`src/rtl/reg_file.sv`:
```
// Multi-port register file: two registered read ports with same-edge bypass,
// one bit-masked write port, optional zero register and a sequenced clear sweep.
module reg_file #(
    parameter int WIDTH    = 16,
    parameter int DEPTH    = 16,
    parameter int ZERO_REG = 1,
    localparam int AW      = $clog2(DEPTH)
) (
    input  logic             CLK,
    input  logic             RES,
    input  logic             we,
    input  logic [AW-1:0]    waddr,
    input  logic [WIDTH-1:0] wdata,
    input  logic [WIDTH-1:0] wmask,
    input  logic [AW-1:0]    ra_addr,
    input  logic [AW-1:0]    rb_addr,
    output logic [WIDTH-1:0] ra_data,
    output logic [WIDTH-1:0] rb_data,
    input  logic             clr,
    output logic             busy,
    output logic             wdrop
);

    typedef enum logic {
        IDLE,
        SWEEP
    } state_t;

    state_t state_q, state_d;
    logic [AW-1:0] ptr_q, ptr_d;
    logic [WIDTH-1:0] mem_q [DEPTH];
    logic [WIDTH-1:0] mem_d [DEPTH];
    logic [WIDTH-1:0] ra_q, rb_q;
    logic wdrop_q, wdrop_d;
    logic sweep;

    assign sweep = (state_q == SWEEP);

    always_comb begin
        state_d = state_q;
        ptr_d   = ptr_q;
        unique case (state_q)
            IDLE: begin
                if (clr) begin
                    state_d = SWEEP;
                    ptr_d   = '0;
                end
            end
            SWEEP: begin
                ptr_d = ptr_q + AW'(1);
                if (ptr_q == AW'(DEPTH - 1)) begin
                    state_d = IDLE;
                end
            end
            default: state_d = IDLE;
        endcase
    end

    // Next-state contents feed both storage and the read ports (full bypass).
    always_comb begin
        for (int i = 0; i < DEPTH; i++) begin
            mem_d[i] = mem_q[i];
            if (sweep && ptr_q == AW'(i)) begin
                mem_d[i] = '0;
            end else if (!sweep && we && waddr == AW'(i)) begin
                mem_d[i] = (mem_q[i] & ~wmask) | (wdata & wmask);
            end
        end
        if (ZERO_REG != 0) begin
            mem_d[0] = '0;
        end
    end

    always_comb begin
        wdrop_d = sweep && we;
        if (ZERO_REG != 0 && waddr == '0) begin
            wdrop_d = 1'b0;
        end
    end

    always_ff @(posedge CLK or negedge RES) begin
        if (!RES) begin
            state_q <= IDLE;
            ptr_q   <= '0;
            ra_q    <= '0;
            rb_q    <= '0;
            wdrop_q <= 1'b0;
            for (int i = 0; i < DEPTH; i++) begin
                mem_q[i] <= '0;
            end
        end else begin
            state_q <= state_d;
            ptr_q   <= ptr_d;
            ra_q    <= mem_d[ra_addr];
            rb_q    <= mem_d[rb_addr];
            wdrop_q <= wdrop_d;
            for (int i = 0; i < DEPTH; i++) begin
                mem_q[i] <= mem_d[i];
            end
        end
    end

    assign ra_data = ra_q;
    assign rb_data = rb_q;
    assign busy    = sweep;
    assign wdrop   = wdrop_q;

endmodule

```
`config.mk`:
```
export PLATFORM = sky130hd
export DESIGN_NAME = reg_file
export DESIGN_NICKNAME = d
export VERILOG_FILES = /design/src/rtl/reg_file.sv
export SDC_FILE = /design/constraint.sdc
export NUM_CORES = 1
export LEC_CHECK = 0
export CAP_MARGIN = 5
export CORE_ASPECT_RATIO = 1.75
export CORE_MARGIN = 2
export CORE_UTILIZATION = 40
export CTS_CLUSTER_DIAMETER = 30
export DETAILED_ROUTE_END_ITERATION = 6
export SLEW_MARGIN = 20
export SYNTH_ARGS = -nofsm -noshare
export SYNTH_HDL_FRONTEND = slang
export SYNTH_SLANG_ARGS = --single-unit
export TNS_END_PERCENT = 5
```
`constraint.sdc`:
```
create_clock -name CLK -period 3.2 [get_ports CLK]
set_clock_uncertainty 0.15 [all_clocks]
set_input_delay 0.64 -clock CLK [delete_from_list [all_inputs] [get_ports CLK]]
set_output_delay 0.64 -clock CLK [all_outputs]
set_load 0.03 [all_outputs]
```
==> qor.yml, run 1 <==
fin_nets: 2176
final_max_slew_viol_count: 0
drt-total-wl_mm: 77.5
ir_drop_mv: 0.407
worstPathRequired_ns: 3.53
reg2reg_from: "ptr_q[1]"
yosys_warnings: 0
multi_input_area_um2: 8460
drive_above_1_share: 0.225
ys_seq_area_frac: 0.432
rsz0062_at_grt: "no"
drc_errors: 0
netlist_area_um2: 16100
async_flop_share: 1.00
clock_latency_ns: 0.60
vias_per_cell: 6.39
grt_pass1_wl_mm: 114
timing.max_cap.violations: 0
status: "finished clean"
ys.flop_type: "dfrtp_1"
port_buffers: 81
rrSetupSlack_ns: 0.17
syn-mean-instance-area_um2: 8.81
antenna_found_initial: 0
grt_pass1_vias: 17600
min_period_over_period: 0.947
dp_hpwl_mm: 52.9
area_growth_pct: 35.6
start_util: 0.404
cts-buffers-inserted: 57
worst-path-max-fanout: 16
htreeDepth: 2
synth_edf_count: 0
period_minus_slack_ns: 3.03
final_cell_mix: "nor2_1, buf_4, dfrtp_1"
cts_tree: "done"
fp.dieW_um: 156
p_leak_nw: 10.1
n_antenna_cell: 0
final_area_um2: 21800
holdCritPathClass: "flop to flop"
worstHoldStart: "mem_q[163]"
overflow: 0
setup_viol: 0
num_vias: 17000
clock-sinks: 278
cp-startpoint: "ptr_q[1]"
path_class: "flop to flop"
worstPathArrival_ns: 3.36
setup.worst_path.end_class: "flop"
slew_headroom: 0.292
dieArea_um2: 41900
worst_pin_slew_ns: 1.05
synthesis.instances: 1827
first_pass_iters: 6
place_area_um2: 19700
fmax_mhz: 330
fin_hold_ws_ns: 0.380
drtIter0Drc: 1776
finalHoldViolCount: 0
routabilityCongestion: 0.970
clock-root-buffer: "clkbuf_16"
die_y_um: 269
coreArea_um2: 39800
ys_types: 66
seq_area_um2: 6960
post_cts_resized: 0
ys_ff_latch: 278
fillers: 3679
grtUsageTotal: 0.370
io-pin-count: 82
final_common_cell: "nor2_1"
ant_nets: 0
rows: 97
cts_buffer_depth: 3
wl_per_cell_um: 29.0
worst_setup_path_start_kind: "flop"
cts.clk_slew.worst_paths_ns: 0.05
powerDensity_nw_per_um2: 647
grt_max_degree: 70
syn_nets: 1879
## area by class of cell
type,count,area share
Multi-Input combinational cell,1381,0.387
Inverter,10,0.00172
Clock buffer,68,0.0715
Clock inverter,40,0.0273
Timing Repair Buffer,396,0.165
Tap cell,495,0.0284
Sequential cell,278,0.319
## critical path: stages, from the launching register on
cell	delay, ns
dfrtp_1	0.43
inv_1	0.12
ha_1	0.21
nand2_1	0.17
nor3b_2	0.40
buf_12	0.24
nor2_1	0.12
buf_4	0.19
a222oi_1	0.42
o211ai_1	0.21
a32o_1	0.24
## where the power goes
part	total (mW)	internal [mW]	switching, mW
clock	6.70	4.54	2.17
sequential	4.00	3.83	0.167
combinational	3.42	1.14	2.28
total	14.1	9.51	4.61
## cells by family (layout without fill, tap and decap cells)
family | count (synthesis) | after routing | synth area share
flip-flops | 278 | 278 | 0.432
multiplexers | 199 | 199 | 0.126
buffers and inverters | 168 | 514 | 0.0466
AO/OA/AOI/OAI | 388 | 388 | 0.163
adder cells (fa/ha/maj) | 4 | 4 | 0.00311
AND/OR/NAND/NOR | 789 | 789 | 0.228
XOR/XNOR | 1 | 1 | 0.000544
## flip-flops by register name, summed over array words and instances, names as in the netlist
signal / count
mem_q: 240
ra_data: 16
rb_data: 16
ptr_q: 4
busy: 1
wdrop: 1
## metal layers
metal,global-route usage,vias up,part of all wire
met3,0.0686,421,0.083
met2,0.608,1087,0.47
met5,0,-,0
met1,0.425,8315,0.35
li1,-,7216,-
met4,0.278,0,0.096
## synth_stat cells, types with 7 or more instances
master	n	share of area
nor2_1	393	0.092
dfrtp_1	278	0.43
mux2i_1	167	0.10
nand3_1	121	0.038
clkbuf_1	87	0.020
o22ai_1	78	0.030
o21ai_0	75	0.023
nand2_1	72	0.017
a21oi_1	68	0.021
nor3_1	58	0.018
buf_2	43	0.013
nor2b_1	36	0.014
mux2_2	32	0.022
nand3b_1	24	0.011
o32ai_1	24	0.013
nand2b_1	20	0.0078
a222oi_1	18	0.011
o211ai_1	17	0.0079
o41ai_1	16	0.0087
nand4_1	15	0.0058
a21o_1	13	0.0061
buf_1	13	0.0030
and3_1	11	0.0043
buf_4	11	0.0051
o31ai_1	11	0.0051
inv_1	10	0.0023
o21ai_1	9	0.0028
a32o_1	8	0.0050
nor2_2	8	0.0031
a22oi_1	7	0.0033
## stage by stage
stage,power (mW),instances,TNS (ns),setup WS [ns],util
3_3_place_gp,7.30,2559,-3.34,-0.306,0.494
4_1_cts,14.0,2668,0,0.249,0.548
5_1_grt,14.5,2668,0,0.162,0.548
3_5_place_dp,7.34,2559,-3.60,-0.275,0.494
6_report,14.1,2668,0,0.168,0.548
2_1_floorplan,5.46,1827,0,0.388,-
## worst paths after layout
path,endpoint,depth (start not counted)
worst max-delay path,rb_data[12],10
worst min-delay path,mem_q[163],2
worst min register to register,mem_q[163],2
min in group asynchronous,mem_q[114],2
max in group asynchronous,mem_q[235],3
worst max register to register,rb_data[12],10
## timing repair
item,CTS,global route
hold endpoints to repair,64,0
setup buffers,0,0
hold buffers,1,0
No activity file was read; power rests on OpenSTA's default activity.
==> run 2, diff against run 1 <==
--- a/config.mk
+++ b/config.mk
@@ -11,6 +11,7 @@
 export CORE_UTILIZATION = 40
 export CTS_CLUSTER_DIAMETER = 30
 export DETAILED_ROUTE_END_ITERATION = 6
+export RECOVER_POWER = 25
 export SLEW_MARGIN = 20
 export SYNTH_ARGS = -nofsm -noshare
 export SYNTH_HDL_FRONTEND = slang
==> run 2 against run 1 <==
Net effect:
- the run now ends with design-rule violations, max-capacitance violations, max-slew violations left
- via count shrank 0.18%
- combinational power is essentially flat
- first-iteration DRC count grew 10%
- hold slack lost 0.0022 ns
- largest cell class unchanged
- largest power group unchanged
- highest routed layer unchanged
==> qor.yml, run 2 (synthesis results as in run 1) <==
reg2regPathDepth: 10  # unchanged
area_growth_pct: 35.5
status: "finished with violations"
n_antenna_cell: 0  # unchanged
whs_path_depth: 2  # unchanged
clock_latency_ns: 0.60  # about the same
dieArea_um2: 41900  # unchanged
die_y_um: 269  # unchanged
num_vias: 17000  # -0.18%
min_period_over_period: 0.944  # -0.00300
cts_buffer_depth: 3  # unchanged
worst-path-max-fanout: 16  # unchanged
ant_nets: 0  # unchanged
routabilityCongestion: 0.970  # unchanged
grt_max_degree: 70  # unchanged
holdCritPathClass: "flop to flop"
cts.clk_slew.worst_paths_ns: 0.05  # about the same
post_cts_buffers: 0  # unchanged
dp_hpwl_mm: 52.9  # unchanged
coreArea_um2: 39800  # unchanged
vias_per_cell: 6.37  # -0.18%
first_pass_iters: 7  # +1
antenna_found_initial: 0  # unchanged
worst_setup_path_start_kind: "flop"
fillers: 3681  # +0.054%
rows: 97  # unchanged
crit_slowest_cell: "dfrtp_1"
final_cell_mix: "nor2_1, dfrtp_1, buf_4"
drtIter0Drc: 1956  # +10%
grt_pass1_wl_mm: 114  # unchanged
reg2reg_from: "ptr_q[1]"
finalHoldViolCount: 0  # unchanged
worstHoldStart: "mem_q[163]"
utilization: 0.548  # -0.000628
cp-startpoint: "ptr_q[1]"
timing.max_cap.violations: 1  # +1
power_mw: 14.1  # about the same
setup.worst_path.end_class: "flop"
io-pin-count: 82  # unchanged
fin_nets: 2176  # unchanged
grt_pass1_vias: 17600  # unchanged
fp.dieW_um: 156  # unchanged
htreeDepth: 2  # unchanged
setup_viol: 0  # unchanged
ir_drop_mv: 0.405  # -0.42%
largest_register_ffs: 240  # unchanged
grtUsageTotal: 0.370  # unchanged
overflow: 0  # unchanged
post_cts_resized: 0  # unchanged
path_class: "flop to flop"
violations: "design-rule violations, max-capacitance violations, max-slew violations"
port_buffers: 81  # unchanged
start_util: 0.404  # unchanged
path_cells: "inv_1, ha_1, nand2_1, nor3b_2, buf_12, nor2_1, buf_4, a222oi_1, o211ai_1, a32o_1"
top_register: "mem_q"
worstPathArrival_ns: 3.35  # about the same
drt-total-wl_mm: 77.4  # about the same
fin_hold_ws_ns: 0.377  # -0.00220 ns
cts-buffers-inserted: 57  # unchanged
worst_pin_slew_ns: 1.94  # +0.885 ns
final_max_slew_viol_count: 68  # +68
final_area_um2: 21800  # -0.11%
wl_per_cell_um: 29.0  # about the same
final_common_cell: "nor2_1"
p_leak_nw: 10.1  # -0.11%
critPathMaxStageDelay_ns: 0.42  # about the same
clock-root-buffer: "clkbuf_16"
powerDensity_nw_per_um2: 647  # about the same
slew_headroom: -0.292  # -0.584
place_area_um2: 19700  # unchanged
drive_above_1_share: 0.225  # -0.000460
drc_errors: 8  # +8
clock-sinks: 278  # unchanged
cts_tree: "done"
final.setup.tns_ns: 0  # unchanged
fmax_mhz: 331  # +0.32%
period_minus_slack_ns: 3.02  # -0.00959 ns
worstPathRequired_ns: 3.53  # about the same
rsz0062_at_grt: "no"
[run 2: cell types whose count changed in the layout (fill, tap and decap cells not counted), sizes merged]
cell	delta
buf	-3
clkbuf	+3
[run 2: per-layer routing]
| metal | vias up | GRT usage | part of all wire | wire length [µm] |
|---|---|---|---|---|
| li1 | 7223 | - | - | - |
| met1 | 8307 | 0.425 | 0.35 | 26900 |
| met2 | 1074 | 0.608 | 0.47 | 36500 |
| met3 | 404 | 0.0686 | 0.087 | 6730 |
| met4 | 0 | 0.278 | 0.094 | 7280 |
| met5 | - | 0 | 0 | 0 |
[run 2: worst paths after layout]
check / end / slack, ns
max: rb_data[12] / 0.18
min: mem_q[163] / 0.38
max reg2reg: rb_data[12] / 0.18
min reg2reg: mem_q[163] / 0.38
max in group asynchronous: mem_q[139] / 0.47
min in group asynchronous: mem_q[114] / 0.98
[run 2: critical path, delay by kind of cell, from the launching register on]
family,cells,cell delay (ns)
AOI/OAI and AO/OA,3,0.86
buffers and inverters,3,0.55
adders and majority gates,1,0.21
DFF,1,0.42
and+or+nand+nor,3,0.70
[run 2: repair_timing]
action | CTS | global route
hold endpoints to repair | 64 | 0
hold buffers | 1 | 0
setup endpoints to repair | 0 | 0
[run 2: stage by stage]
stage / setup slack (ns) / std cells
floorplan: 0.388 / 1827
detailed placement: -0.275 / 2559
CTS: 0.249 / 2668
global placement: -0.306 / 2559
global route: 0.139 / 2668
finish: 0.178 / 2668
[run 2: layout make-up]
class                      instances  area (µm²)  area share
multi-input combinational       1381        8460       0.388
sequential                       278        6960       0.319
timing repair buffer             396        3580       0.164
clock buffer                      68        1560      0.0716
tap                              495         619      0.0284
clock inverter                    40         596      0.0273
inverter                          10        37.5     0.00172
[run 2: power breakdown]
part           switching, mW  leakage (nW)  internal (mW)
registers              0.166          3.83           3.83
logic                   2.28          5.21           1.13
clock network           2.17          1.02           4.54
